[src/rtl/int_ctrl_pkg.sv]
// Shared constants for the interrupt controller: source bit positions,
// register addresses and the dispatch state encoding.
package int_ctrl_pkg;

  localparam int NUM_IRQ    = 5;
  localparam int IRQ_VBLANK = 0;
  localparam int IRQ_STAT   = 1;
  localparam int IRQ_TIMER  = 2;
  localparam int IRQ_SERIAL = 3;
  localparam int IRQ_JOYPAD = 4;

  localparam logic [15:0] IF_ADDR_DEF = 16'hFF0F;
  localparam logic [15:0] IE_ADDR_DEF = 16'hFFFF;

  typedef enum logic {
    ST_IDLE     = 1'b0,
    ST_DISPATCH = 1'b1
  } state_e;

endpackage

[src/rtl/int_ctrl_if.sv]
// CPU-side bus and control-unit handshake of the interrupt controller.
// master = CPU/control unit, slave = int_ctrl.
interface int_ctrl_if;
  logic [15:0] addr;
  logic [7:0]  wr_data;
  logic        wr_en;
  logic [7:0]  rd_data;
  logic        rd_hit;
  logic        ei;
  logic        di;
  logic        reti;
  logic        instr_done;
  logic        int_ack;
  logic        int_done;
  logic        int_req;
  logic [2:0]  int_pc_out;
  logic        ime;
  logic        wake;

  modport master (
    output addr, wr_data, wr_en, ei, di, reti, instr_done, int_ack, int_done,
    input  rd_data, rd_hit, int_req, int_pc_out, ime, wake
  );

  modport slave (
    input  addr, wr_data, wr_en, ei, di, reti, instr_done, int_ack, int_done,
    output rd_data, rd_hit, int_req, int_pc_out, ime, wake
  );
endinterface

[src/rtl/int_prio_enc.sv]
// Fixed-priority encoder: index of the lowest set pending bit (VBlank first).
module int_prio_enc
  import int_ctrl_pkg::*;
(
  input  logic [NUM_IRQ-1:0] pending_i,
  output logic [2:0]         index_o,
  output logic               any_valid_o
);

  always_comb begin
    index_o = 3'd0;
    // Scan downwards so the lowest set bit is the last to be written.
    for (int i = NUM_IRQ - 1; i >= 0; i--) begin
      if (pending_i[i]) index_o = 3'(i);
    end
    any_valid_o = |pending_i;
  end

endmodule

[src/rtl/int_ctrl.sv]
// Game Boy interrupt controller: IF/IE/IME registers, priority arbitration
// and the request/ack/done dispatch handshake with the control unit.
module int_ctrl
  import int_ctrl_pkg::*;
#(
  parameter logic [15:0] IF_ADDR = IF_ADDR_DEF,
  parameter logic [15:0] IE_ADDR = IE_ADDR_DEF
) (
  input  logic               clock,
  input  logic               reset,
  input  logic [NUM_IRQ-1:0] irq_in,
  int_ctrl_if.slave          bus
);

  logic [NUM_IRQ-1:0] if_q, if_d;
  logic [7:0]         ie_q, ie_d;
  logic               ime_q, ime_d;
  logic               ei_pend_q, ei_pend_d;
  state_e             state_q, state_d;
  logic [2:0]         pc_q, pc_d;

  logic [NUM_IRQ-1:0] pending;
  logic [2:0]         prio_idx;
  logic               prio_any;
  logic               int_req;
  logic               dispatch;
  logic               if_hit, ie_hit;

  assign if_hit  = (bus.addr == IF_ADDR);
  assign ie_hit  = (bus.addr == IE_ADDR);
  assign pending = ie_q[NUM_IRQ-1:0] & if_q;

  int_prio_enc u_prio_enc (
    .pending_i   (pending),
    .index_o     (prio_idx),
    .any_valid_o (prio_any)
  );

  always_comb begin
    state_d  = state_q;
    pc_d     = pc_q;
    int_req  = 1'b0;
    dispatch = 1'b0;
    case (state_q)
      ST_IDLE: begin
        int_req = ime_q & prio_any;
        if (int_req && bus.int_ack) begin
          dispatch = 1'b1;
          pc_d     = prio_idx;
          state_d  = ST_DISPATCH;
        end
      end
      ST_DISPATCH: begin
        if (bus.int_done) state_d = ST_IDLE;
      end
      default: state_d = ST_IDLE;
    endcase
  end

  // Peripheral set wins over both a CPU write and the dispatch clear.
  for (genvar gi = 0; gi < NUM_IRQ; gi++) begin : g_if_bit
    logic base_bit;
    assign base_bit   = (bus.wr_en && if_hit) ? bus.wr_data[gi] : if_q[gi];
    assign if_d[gi]   = irq_in[gi] |
                        (base_bit & ~(dispatch && (prio_idx == 3'(gi))));
  end

  assign ie_d = (bus.wr_en && ie_hit) ? bus.wr_data : ie_q;

  always_comb begin
    ime_d     = ime_q;
    ei_pend_d = ei_pend_q;
    // A pending EI takes effect only at a later instruction boundary.
    if (bus.instr_done && ei_pend_q && !bus.ei) begin
      ime_d     = 1'b1;
      ei_pend_d = 1'b0;
    end
    if (bus.ei) ei_pend_d = 1'b1;
    if (bus.reti) begin
      ime_d     = 1'b1;
      ei_pend_d = 1'b0;
    end
    if (bus.di || dispatch) begin
      ime_d     = 1'b0;
      ei_pend_d = 1'b0;
    end
  end

  always_ff @(posedge clock or negedge reset) begin
    if (!reset) begin
      if_q      <= '0;
      ie_q      <= '0;
      ime_q     <= 1'b0;
      ei_pend_q <= 1'b0;
      state_q   <= ST_IDLE;
      pc_q      <= 3'd0;
    end else begin
      if_q      <= if_d;
      ie_q      <= ie_d;
      ime_q     <= ime_d;
      ei_pend_q <= ei_pend_d;
      state_q   <= state_d;
      pc_q      <= pc_d;
    end
  end

  always_comb begin
    bus.rd_data = 8'h00;
    if (if_hit)      bus.rd_data = {3'b111, if_q};
    else if (ie_hit) bus.rd_data = ie_q;
  end

  assign bus.rd_hit     = if_hit | ie_hit;
  assign bus.int_req    = int_req;
  assign bus.int_pc_out = pc_q;
  assign bus.ime        = ime_q;
  assign bus.wake       = |pending;

endmodule
[src/flat_wrapper.sv]
// flat-port wrapper written by rule: the top's interface ports become plain ports
module int_ctrl_flat import int_ctrl_pkg::*;
#(
  parameter logic [15:0] IF_ADDR = IF_ADDR_DEF,
  parameter logic [15:0] IE_ADDR = IE_ADDR_DEF
)
  (clock, reset, irq_in, bus_addr, bus_wr_data, bus_wr_en, bus_ei, bus_di, bus_reti, bus_instr_done, bus_int_ack, bus_int_done, bus_rd_data, bus_rd_hit, bus_int_req, bus_int_pc_out, bus_ime, bus_wake);
  int_ctrl_if bus_i ();
  input  logic clock;
  input  logic reset;
  input  logic [NUM_IRQ-1:0] irq_in;
  input wire logic [$bits(bus_i.addr)-1:0] bus_addr;
  input wire logic [$bits(bus_i.wr_data)-1:0] bus_wr_data;
  input wire logic [$bits(bus_i.wr_en)-1:0] bus_wr_en;
  input wire logic [$bits(bus_i.ei)-1:0] bus_ei;
  input wire logic [$bits(bus_i.di)-1:0] bus_di;
  input wire logic [$bits(bus_i.reti)-1:0] bus_reti;
  input wire logic [$bits(bus_i.instr_done)-1:0] bus_instr_done;
  input wire logic [$bits(bus_i.int_ack)-1:0] bus_int_ack;
  input wire logic [$bits(bus_i.int_done)-1:0] bus_int_done;
  output wire logic [$bits(bus_i.rd_data)-1:0] bus_rd_data;
  output wire logic [$bits(bus_i.rd_hit)-1:0] bus_rd_hit;
  output wire logic [$bits(bus_i.int_req)-1:0] bus_int_req;
  output wire logic [$bits(bus_i.int_pc_out)-1:0] bus_int_pc_out;
  output wire logic [$bits(bus_i.ime)-1:0] bus_ime;
  output wire logic [$bits(bus_i.wake)-1:0] bus_wake;
  assign bus_i.addr = bus_addr;
  assign bus_i.wr_data = bus_wr_data;
  assign bus_i.wr_en = bus_wr_en;
  assign bus_i.ei = bus_ei;
  assign bus_i.di = bus_di;
  assign bus_i.reti = bus_reti;
  assign bus_i.instr_done = bus_instr_done;
  assign bus_i.int_ack = bus_int_ack;
  assign bus_i.int_done = bus_int_done;
  assign bus_rd_data = bus_i.rd_data;
  assign bus_rd_hit = bus_i.rd_hit;
  assign bus_int_req = bus_i.int_req;
  assign bus_int_pc_out = bus_i.int_pc_out;
  assign bus_ime = bus_i.ime;
  assign bus_wake = bus_i.wake;
  int_ctrl #(.IF_ADDR(IF_ADDR), .IE_ADDR(IE_ADDR)) u_core (.clock(clock), .reset(reset), .irq_in(irq_in), .bus(bus_i));
endmodule
[config.mk]
export PLATFORM = sky130hd
export DESIGN_NAME = int_ctrl_flat
export DESIGN_NICKNAME = d
export VERILOG_FILES = /design/src/rtl/int_ctrl_pkg.sv /design/src/rtl/int_ctrl_if.sv /design/src/rtl/int_prio_enc.sv /design/src/rtl/int_ctrl.sv /design/src/flat_wrapper.sv
export SDC_FILE = /design/constraint.sdc
export NUM_CORES = 1
export LEC_CHECK = 0
export ABC_AREA = 1
export CAP_MARGIN = 5
export CORE_AREA = 2 2 56 58
export DETAILED_ROUTE_END_ITERATION = 10
export DIE_AREA = 0 0 58 60
export MAX_ROUTING_LAYER = met4
export PLACE_DENSITY_LB_ADDON = 0.08
export SYNTH_ARGS = -nofsm -noshare
export SYNTH_HDL_FRONTEND = slang
export SYNTH_SLANG_ARGS = --single-unit
[constraint.sdc]
create_clock -name clock -period 1.5 [get_ports clock]
set_input_delay 0.3 -clock clock [delete_from_list [all_inputs] [get_ports clock]]
set_output_delay 0.3 -clock clock [all_outputs]
set_load 0.03 [all_outputs]
* Word-level counts from Yosys, hierarchy flattened
Cells that the tools add are included.
** Cells by class
- Equal/unequal tests :: 6
- Muxes and demuxes :: 24
- Bitwise operators :: 19
- Reduce and logical (&&, ||, !) cells :: 17
** Operators by type and width (count)
- $eq A16 B16 Y1 const B :: 2
- $mux W1 :: 16
- $mux W8 :: 2
- $mux W3 :: 5
- $logic_and A1 B1 Y1 :: 10
- $and A1 B1 Y1 :: 6
- $eq A3 B2 Y1 const B :: 2
- $not A1 Y1 :: 6
- $or A1 B1 Y1 :: 6
- $and A5 B5 Y5 :: 1
- $reduce_or A5 Y1 :: 1
- $reduce_bool A4 Y1 :: 1
- $eq A3 B1 Y1 const B :: 1
- $eq A3 B3 Y1 const B :: 1
- $logic_not A3 Y1 :: 1
- $reduce_bool A3 Y1 :: 1
- $pmux W1 S2 :: 1
- $reduce_and A2 Y1 :: 1
- $logic_not A1 Y1 :: 1
- $logic_or A1 B1 Y1 :: 1
** Word-level totals
- Register bits :: 19
- Input bits :: 38
- Output and inout port bits :: 15
- Word-level logic and storage cells :: 72

* Depth between registers and ports, before layout
- Word-level depth :: 11
- Mapped depth :: 9
- Mapped depth without buffers :: 9

* Modules after synthesis
A second synthesis with hierarchy kept.
** Second synthesis, totals
- Cells, all modules :: 175
- Area, all modules :: 1232.4 um^2
** Modules (own cells, without submodules)
- int_ctrl :: instances 1, cells an instance 164, area each 1184.9 um^2, seq. area each 475.5 um^2
- int_prio_enc :: instances 1, cells an instance 11, area each 47.5 um^2, seq. area each 0.0 um^2

* Worst setup path before layout
OpenSTA, ideal clock, no wires.
- Path type :: input to output
- Start point :: in bus_addr[11]
- End point :: out bus_rd_data[1]
- Arrival :: 1.309 ns
- Data required time :: 1.200 ns
- Slack :: -0.109 ns
- Stages on the path :: 4
- Buffers on the path :: 0
- Cells stage by stage :: nand4_1 -> nor2_2 -> nand2_1 -> o21ai_1
** On the way
- Cells in the longest elaborated chain, start to end :: 3
- Elaborated cells on any way between the ends :: 4
- Classes of those cells :: 2 x eq/ne; 2 x mux
** Ends and longest elaborated chain
- from (decl) :: line flat_wrapper.sv:12 : input wire logic [$bits(bus_i.addr)-1:0] bus_addr;
- $eq A16 B16 Y1 :: line int_ctrl.sv:30 : assign ie_hit = (bus.addr == IE_ADDR);
- $mux W8 :: line int_ctrl.sv:110 : else if (ie_hit) bus.rd_data = ie_q;
- $mux W8 (*) :: line int_ctrl.sv:109 : if (if_hit) bus.rd_data = {3'b111, if_q};
- to (decl) :: line flat_wrapper.sv:21 : output wire logic [$bits(bus_i.rd_data)-1:0] bus_rd_data;
Every way passes the cells marked *; elsewhere a longest branch is shown, timed or not.

* Final worst setup path
- Start point :: reg u_core.if_q[2]
- End point :: out bus_int_req
** On the way
- Cells in the longest elaborated chain, start to end :: 4
** Ends and longest elaborated chain
- from (decl) :: line int_ctrl.sv:15 : logic [NUM_IRQ-1:0] if_q, if_d;
- from (signal assigned) :: line int_ctrl.sv:98 : if_q <= if_d;
- $and A5 B5 Y5 :: line int_ctrl.sv:31 : assign pending = ie_q[NUM_IRQ-1:0] & if_q;
- $reduce_or A5 Y1 :: line int_prio_enc.sv:16 : any_valid_o = |pending_i;
- $and A1 B1 Y1 :: line int_ctrl.sv:46 : int_req = ime_q & prio_any;
- $mux W1 :: line int_ctrl.sv:44 : case (state_q)
- to (decl) :: line flat_wrapper.sv:23 : output wire logic [$bits(bus_i.int_req)-1:0] bus_int_req;
No other way between the ends.

==> impl_metrics.env <==
export IMPL_fmax_mhz=615
export IMPL_gp_congestion=0.824
export IMPL_sw_frac_of_total=0.259
export IMPL_hpwl_mm=2.41
export IMPL_rows=20
export IMPL_wirelength_mm=3.65
export IMPL_timing_reg2reg_setup_slack_ns=0.12
export IMPL_grt_overflow_total=0
export IMPL_synth_warnings=0
export IMPL_netlist_area_um2=1140
export IMPL_fin_util=0.710
export IMPL_area_growth_synth_to_final_pct=80.7
export IMPL_end_kind="output pin"
export IMPL_numCtsBuffers=3
export IMPL_finalSetupViolCount=10
export IMPL_postCtsHoldBufs=0
export IMPL_vias=1435
export IMPL_drive_gt1_frac=0.402
export IMPL_nets=295
export IMPL_hold_path_class="in2async"
export IMPL_cts_root_buf="clkbuf_4"
export IMPL_synth_edf_count=0
export IMPL_crit_arrival_ns=1.33
export IMPL_rsz0062_at_grt="yes"
export IMPL_wire_per_inst_um=12.6
export IMPL_clock_path_buffers=2
export IMPL_p_int_w=0.000708
export IMPL_cts_tree="done"
export IMPL_synth_fp_nets=211
export IMPL_powerDensity_nw_per_um2=464
export IMPL_ys_types=20
export IMPL_dpl_worst_slack_ns=-0.479
export IMPL_worst_setup_path_start_kind="flip-flop"
export IMPL_grt_max_degree=20
export IMPL_criticalPathCategory="reg2out"
export IMPL_p_switching_w=0.000248
export IMPL_period_share=1.08
export IMPL_p_comb_frac=0.165
export IMPL_tightest_slew_ns=0.298
export IMPL_pwr_share_clk=0.294
export IMPL_grt_pass1_vias=1468
export IMPL_status="finished with violations"
export IMPL_r2r_start="u_core.if_q[3]"
export IMPL_hold_violations=0
export IMPL_drc_errors=0
export IMPL_grt_antenna_before_repair=0
export IMPL_htree_levels=1
export IMPL_clk_insertion_delay_late_ns=0.31
export IMPL_max_cap_viol_count=0
export IMPL_start_util=0.393
export IMPL_reg2reg_to="u_core.if_q[3]"
export IMPL_n_fill_cell=230
export IMPL_synth_ff_type="dfrtp_1"
export IMPL_fin_worst_skew_ns=0.0101
export IMPL_cp_startpoint="u_core.if_q[2]"
export IMPL_track_usage=0.234
export IMPL_insertedDiodeCount=0
export IMPL_r2r_cells=9
export IMPL_drt_iter0_markers=43
export IMPL_fin_ws_ns=-0.126
export IMPL_cts_sinks=19
export IMPL_io_pins=53
export IMPL_synthArstFlopShare=1.00
export IMPL_p_leak_nw=1.24
export IMPL_ir_drop_uv=358
export IMPL_worstPathMaxFanout=3
export IMPL_fin_crit_ns=1.63
export IMPL_ys_ff_latch=19
export IMPL_maxSlewHeadroom=0.802
export IMPL_avgSynthCellArea_um2=6.60
export IMPL_io_buffers=52
export IMPL_firstDrtPassIters=4
export IMPL_grt_pass1_wl_mm=6.07
export IMPL_ys_seq_area_frac=0.417
export IMPL_viasPerCell=4.97
export IMPL_syn_inst=173
export IMPL_final_max_slew_viol_count=0
export IMPL_seq_power_share=0.541
export IMPL_final_antenna_net_count=0
export IMPL_violations="negative setup slack"
export IMPL_dieArea_um2=3480
export IMPL_required_ns=1.20
export IMPL_core_region_area_um2=2900
export IMPL_clk_pin_slew_worst_paths_ns=0.13
export IMPL_die_y_um=60
export IMPL_die_w_um=58
[kinds of logic (layout without fill, tap and decap cells)]
group           after synthesis  count (layout)  share of synthesized area
simple gates                123             123                      0.459
buf+inv                      24             107                     0.0866
flops                        19              19                      0.417
compound gates                7               7                     0.0373
[how the worst max path moves through the flow]
| stage | to | slack [ns] |
|---|---|---|
| after global placement | bus_rd_data[1] | -0.45 |
| after floorplan | bus_rd_hit | -0.04 |
| after detailed placement | bus_rd_data[1] | -0.48 |
| after CTS | bus_rd_hit | -0.17 |
| after global routing | bus_int_req | -0.22 |
| final | bus_int_req | -0.13 |
[metal layers]
metal,routed length (um),GRT usage
met1,1470,0.254
met2,1930,0.432
met5,0,-
met3,211,0.0498
met4,51,0.0664
[area by class of cell]
cell class | count | area, um^2 | share of cell area
timing repair buffer | 81 | 718 | 0.348
tap | 33 | 41.3 | 0.0200
clock buffer | 3 | 22.5 | 0.0109
inverter | 22 | 82.6 | 0.0400
multi-input combinational | 130 | 717 | 0.348
sequential | 19 | 475 | 0.231
clock inverter | 1 | 5.00 | 0.00243
[synthesized netlist by cell type (2+ instances only)]
library cell,count,share of area
nand2_1,85,0.28
dfrtp_1,19,0.42
inv_1,18,0.059
nand3_1,13,0.057
nor2_1,10,0.033
nand4_1,7,0.038
inv_2,4,0.013
nor2_2,3,0.016
nand2_2,2,0.011
o21ai_1,2,0.0088
[power groups by stage]
stage,clock network [W],registers [W],logic (W)
after floorplan,0,0.000531,0.0000273
after global placement,0,0.000527,0.000155
after detailed placement,0,0.000527,0.000160
after CTS,0.000271,0.000517,0.000153
after global routing,0.000295,0.000518,0.000172
final,0.000281,0.000517,0.000158
[flip-flops by register name, indices dropped and copies added (netlist names)]
signal and count:
u_core.ei_pend_q 1, u_core.bus.ime 1, u_core.ie_q 8, u_core.state_q 1, u_core.if_q 5, u_core.bus.int_pc_out 3
[critical path: stages, from the launching register on]
cell	delay, ns
dfrtp_1	0.42
nand2_2	0.10
nand2_2	0.07
nor2_2	0.11
nand2_2	0.07
nand2_2	0.08
inv_2	0.05
buf_6	0.13
[per-stage QoR]
stage | hold WS, ns | cell area, um^2 | total power (W) | setup TNS, ns | std cells
5_1_grt | 0.343 | 2060 | 0.000985 | -1.48 | 289
4_1_cts | 0.321 | 2040 | 0.000941 | -1.53 | 289
3_5_place_dp | 0.459 | 1760 | 0.000687 | -8.56 | 266
3_3_place_gp | 0.456 | 1760 | 0.000682 | -7.82 | 266
6_report | 0.303 | 2060 | 0.000956 | -0.656 | 289
2_1_floorplan | 0.00441 | 1150 | 0.000558 | -0.146 | 173
[placed cells by master (no fill, tap or decap), drive strengths merged]
cell	instances
or2	1
inv	22
dfrtp	19
a21oi	1
o21ai	3
clkbuf	7
nand3	13
o21bai	1
nand4	7
buf	52
nand2	87
a311oi	1
nor2	13
clkdlybuf4s50	21
nor3	2
dlygate4sd2	4
a31oi	1
clkinv	1
[repair_timing]
| action | CTS | global route |
|---|---|---|
| setup buffers | 18 | 5 |
| pin swaps | 23 | 28 |
| endpoints found under the setup margin | 25 | 25 |
| cloned | 1 | 0 |
| gates resized for setup | 96 | 21 |
No activity file was read; power rests on OpenSTA's default activity.
==> RTL change 1: new RTL, same flow settings <==
Register the input `irq_in` before use, without a reset. The logic sees it one clock later. The other inputs are not delayed to match.
--- a/src/rtl/int_ctrl.sv
+++ b/src/rtl/int_ctrl.sv
@@ -12,4 +12,10 @@
   int_ctrl_if.slave          bus
 );
+
+  logic [NUM_IRQ-1:0] irq_q;
+
+  always_ff @(posedge clock) begin
+    irq_q <= irq_in;
+  end
 
   logic [NUM_IRQ-1:0] if_q, if_d;
@@ -62,5 +68,5 @@
     logic base_bit;
     assign base_bit   = (bus.wr_en && if_hit) ? bus.wr_data[gi] : if_q[gi];
-    assign if_d[gi]   = irq_in[gi] |
+    assign if_d[gi]   = irq_q[gi] |
                         (base_bit & ~(dispatch && (prio_idx == 3'(gi))));
   end
Behaviour: not the same (a bounded check fails within 4 cycles, from zero or initial values and one cycle with reset low).
==> RTL change 1 against the original RTL <==
Setup slack got worse by 0.068 ns; non-clock buffer count increased by 9; the run still ends with setup timing left; power increased by 36%; critical path type unchanged; area after synthesis increased by 10%; die area unchanged; sequential cell count increased by 5; routed wire length increased by 20%; highest routed layer unchanged; clock power increased by 70%; cell area increased by 13%; critical endpoint unchanged.
==> RTL change 1: results <==
{
  "num_vias": 1549,
  "final_nets": 311,
  "grtUsageTotal_pct": 25.1,
  "rrSetupSlack_ns": -0.12,
  "arrival_ns": 1.39,
  "tightest_slew_ns": 0.303,
  "r2r-start": "u_core.ie_q[3]",
  "grt_pass1_vias": 1445,
  "gp_congestion": 0.816,
  "path_clk_slew_ns": 0.15,
  "seq_area_frac_synth_pct": 45.8,
  "diodes": 0,
  "drt_iter0_markers": 73,
  "yosys-top-cells-count": "nand2_1, inv_1, dfrtp_1",
  "post_synth_num_cell_types": 19,
  "routed_wl_um": 4380,
  "finClkSkew_ns": 0.0123,
  "synth_mux_area_share_pct": 0,
  "timing.final.ws_setup_ns": -0.193,
  "leakagePower_nw": 1.39,
  "peakVddDrop_mv": 0.549,
  "worstSkewPairLatency_ns": 0.33,
  "synth_area_leaders": "dfrtp_1, nand2_1, dfxtp_1",
  "synth_compound_area_share_pct": 3.39,
  "syn-num-nets": 220,
  "violations": "setup timing",
  "synth_adder_area_share_pct": 0,
  "hpwlAfterDp_um": 2550,
  "postSynth.asyncResetShare_pct": 79.2,
  "fin_hold_ws_ns": 0.298,
  "yosys_warnings": 0,
  "routed_via_density": 5.08,
  "reg2reg_depth": 12,
  "dp_cells": 276,
  "postSynthCellCount": 182,
  "cpLargestDelayFamily": "simple AND/OR/NAND/NOR gates",
  "root_buffer": "clkbuf_4",
  "r2r-end": "u_core.if_q[0]",
  "grt_first_pass_wirelength_um": 6390,
  "drive_above_1_share_pct": 40.4,
  "status": "finished with violations",
  "crit_path_max_fanout": 3,
  "setup_viol": 12,
  "fillCellCount": 204
}
-- RTL change 1: cell count changes in the layout (fill, tap and decap cells not counted), sizes merged --
cell	unedited run	this run
or2	1	0
bufinv	0	1
dfxtp	0	5
nand3	13	17
buf	52	61
clkinv	1	0
nand2	87	84
inv	22	24
-- RTL change 1: area by class of cell --
class / instances / area [µm²] / area share (%)
clock buffer: 3 / 22.5 / 0.967
clock inverter: 1 / 30.0 / 1.29
inverter: 24 / 92.6 / 3.98
multi-input combinational: 130 / 723 / 31.1
sequential: 24 / 576 / 24.7
tap: 33 / 41.3 / 1.77
timing repair buffer: 90 / 843 / 36.2
-- RTL change 1: worst max-delay path by stage --
stage                      to            from  slack [ns]  cells after the start
2_1_floorplan  bus_rd_data[3]     bus_addr[0]       -0.04                      7
3_3_place_gp   bus_rd_data[1]     bus_addr[0]       -0.42                      9
3_5_place_dp   bus_rd_data[1]     bus_addr[1]       -0.49                      9
4_1_cts        bus_rd_data[3]     bus_addr[2]       -0.17                     10
5_1_grt           bus_int_req  u_core.ie_q[3]       -0.26                      7
6_report          bus_int_req  u_core.ie_q[2]       -0.19                      7
-- RTL change 1: logic make-up after synthesis --
group,Yosys count
and+or+nand+nor,123
buffers and inverters,28
DFF,24
AOI/OAI and AO/OA,7
-- RTL change 1: timing repair --
action | in CTS | in global routing
gates cloned | 0 | 0
buffers inserted | 21 | 5
resized for setup | 98 | 24
setup endpoints to repair | 17 | 15
pin swaps | 25 | 16
-- RTL change 1: metrics by stage --
step	area, µm²	TNS [ns]	utilization [%]	worst slack [ns]
6_report	2330	-1.24	80.2	-0.193
5_1_grt	2330	-2.27	80.2	-0.263
4_1_cts	2210	-1.25	76.3	-0.169
3_5_place_dp	1900	-8.11	65.5	-0.488
3_3_place_gp	1900	-6.82	65.5	-0.418
2_1_floorplan	1270	-0.190	-	-0.0427
-- RTL change 1: worst reg2reg max path, stage by stage, from the launching register on --
cell and delay [ns]:
dfrtp_1 0.41, nand2_2 0.08, buf_4 0.14, buf_6 0.11, buf_4 0.12, buf_4 0.12, buf_4 0.12, buf_4 0.13
a31oi_4 0.13, nor2_1 0.06, nand2_1 0.08, nand2_1 0.05, nand2_1 0.05
-- RTL change 1: report_power, final --
| group | internal, mW | total [mW] | switching (mW) | leakage, nW |
|---|---|---|---|---|
| clock | 0.270 | 0.479 | 0.209 | 0.0279 |
| combinational | 0.0982 | 0.165 | 0.0668 | 1.08 |
| sequential | 0.655 | 0.659 | 0.00407 | 0.280 |
| total | 1.02 | 1.30 | 0.279 | 1.39 |
-- RTL change 1: layer usage --
metal,wire length [µm],global-route usage (%)
met5,0,-
met4,43,7.97
met3,261,3.90
met2,2330,46.9
met1,1740,27.1
==> RTL change 2: new RTL, config.mk and constraints unchanged <==
Made on the original files. Reset style: synchronous (`reset`), changed in one clocked block.
--- a/src/rtl/int_ctrl.sv
+++ b/src/rtl/int_ctrl.sv
@@ -87,5 +87,5 @@
   end
 
-  always_ff @(posedge clock or negedge reset) begin
+  always_ff @(posedge clock) begin
     if (!reset) begin
       if_q      <= '0;
Behaviour: differs if reset is asserted again (counterexample within 4 cycles, from zero or initial values and one cycle with reset low); with reset held inactive, the same outputs for 4 cycles.
==> RTL change 2 against the original RTL <==
The run still ends with setup timing left; synthesized cell count grew 4.6%; routed wire length shrank 4.4%; sequential power grew 1%; via count shrank 0.14%; sequential cell count is the same; clock power shrank 6%; power grew 3.5%; cell area shrank 0.36%; non-clock buffer count shrank 2; setup slack gained 0.021 ns; maximum frequency grew 1.3%; sequential share of layout area shrank 4.2 points; area after synthesis shrank 0.22%.
==> RTL change 2: results <==
{
  "leakagePower_nw": 1.12,
  "placement.cell_area_um2": 1850,
  "status": "finished with violations",
  "routed_wl_um": 3500,
  "grt_pass1_vias": 1391,
  "nonClockBufferCount": 79,
  "drv_cap": 0,
  "inv_count": 25,
  "timing.final.ws_setup_ns": -0.105,
  "multi_input_area_share_pct": 38.6,
  "slowest_stage": "nor3_4",
  "peakVddDrop_mv": 0.457,
  "avgSynthCellArea_um2": 6.29,
  "clkCellAreaFrac_pct": 1.34,
  "ys.flop_type": "dfxtp_1",
  "post_synth_num_cell_types": 19,
  "drt_iter0_markers": 32,
  "yosys-top-cells-count": "nand2_1, inv_1, a21oi_1",
  "finClkSkew_ns": 0.00833,
  "setup_viol": 9,
  "pre_cts_slack_ns": -0.478,
  "grt_first_pass_wirelength_um": 5840,
  "relSlewSlack_pct": 79.8,
  "crit_path_max_fanout": 8,
  "gp_congestion": 0.841,
  "fillCellCount": 249,
  "drive_above_1_share_pct": 42.5,
  "synth_area_leaders": "dfxtp_1, nand2_1, a21oi_1",
  "buffer_area_share_pct": 34.7,
  "seq_area_frac_synth_pct": 33.4,
  "violations": "setup timing",
  "syn-num-nets": 219,
  "routed_via_density": 4.87,
  "hpwlAfterDp_um": 2590,
  "postSynth.asyncResetShare_pct": 0,
  "power.density_nw_per_um2": 481,
  "layout.cells.non_filler": 294,
  "nMultiInputCombCells": 134,
  "dr.pass1.iters": 4,
  "dp_cells": 284
}
==> RTL change 2: changes by cell type in the layout (fill, tap and decap cells not counted), sizes merged, moves of 3 or more <==
cell,change
a21oi,+20
clkbuf,-4
dfrtp,-19
dfxtp,+19
inv,+3
nand2,-19
nand3,+3
==> RTL change 2: layer usage <==
| metal | up-vias | wire length, µm | GRT usage (%) |
|---|---|---|---|
| met5 | - | 0 | - |
| met4 | 0 | 65 | 8.97 |
| met3 | 8 | 235 | 3.46 |
| met2 | 42 | 1780 | 38.8 |
| met1 | 642 | 1410 | 25.0 |
| li1 | 741 | - | - |
==> RTL change 2: through the flow <==
step           power (mW)  utilization (%)
2_1_floorplan       0.591                -
3_3_place_gp        0.726             63.7
3_5_place_dp        0.729             63.7
4_1_cts             0.993             70.9
5_1_grt              1.04             70.8
6_report            0.989             70.8
==> RTL change 2: final timing paths <==
| path | from | to | slack (ns) | cells past startpoint |
|---|---|---|---|---|
| worst max-delay path | bus_addr[5] | bus_rd_data[4] | -0.10 | 9 |
| worst min-delay path | u_core.state_q | u_core.state_q | 0.47 | 2 |
| worst max register to register | u_core.ie_q[3] | u_core.if_q[1] | 0.20 | 10 |
| worst min register to register | u_core.state_q | u_core.state_q | 0.47 | 2 |
==> RTL change 2: cell families after synthesis <==
group                  Yosys count  share of synthesized area (%)
buffers and inverters           28                           10.0
AND/OR/NAND/NOR                108                           44.8
AO/OA/AOI/OAI                   26                           11.8
flip-flops                      19                           33.4
==> RTL change 2: repair_timing <==
action	in CTS	in global routing
buffers inserted	5	2
gates cloned	1	0
endpoints found under the setup margin	27	19
pin swaps	16	8
resized for setup	128	13
==> RTL change 2: report_power, final <==
part,internal [mW],switching [mW]
sequential,0.517,0.00657
combinational,0.115,0.0849
clock,0.0992,0.166
total,0.732,0.258
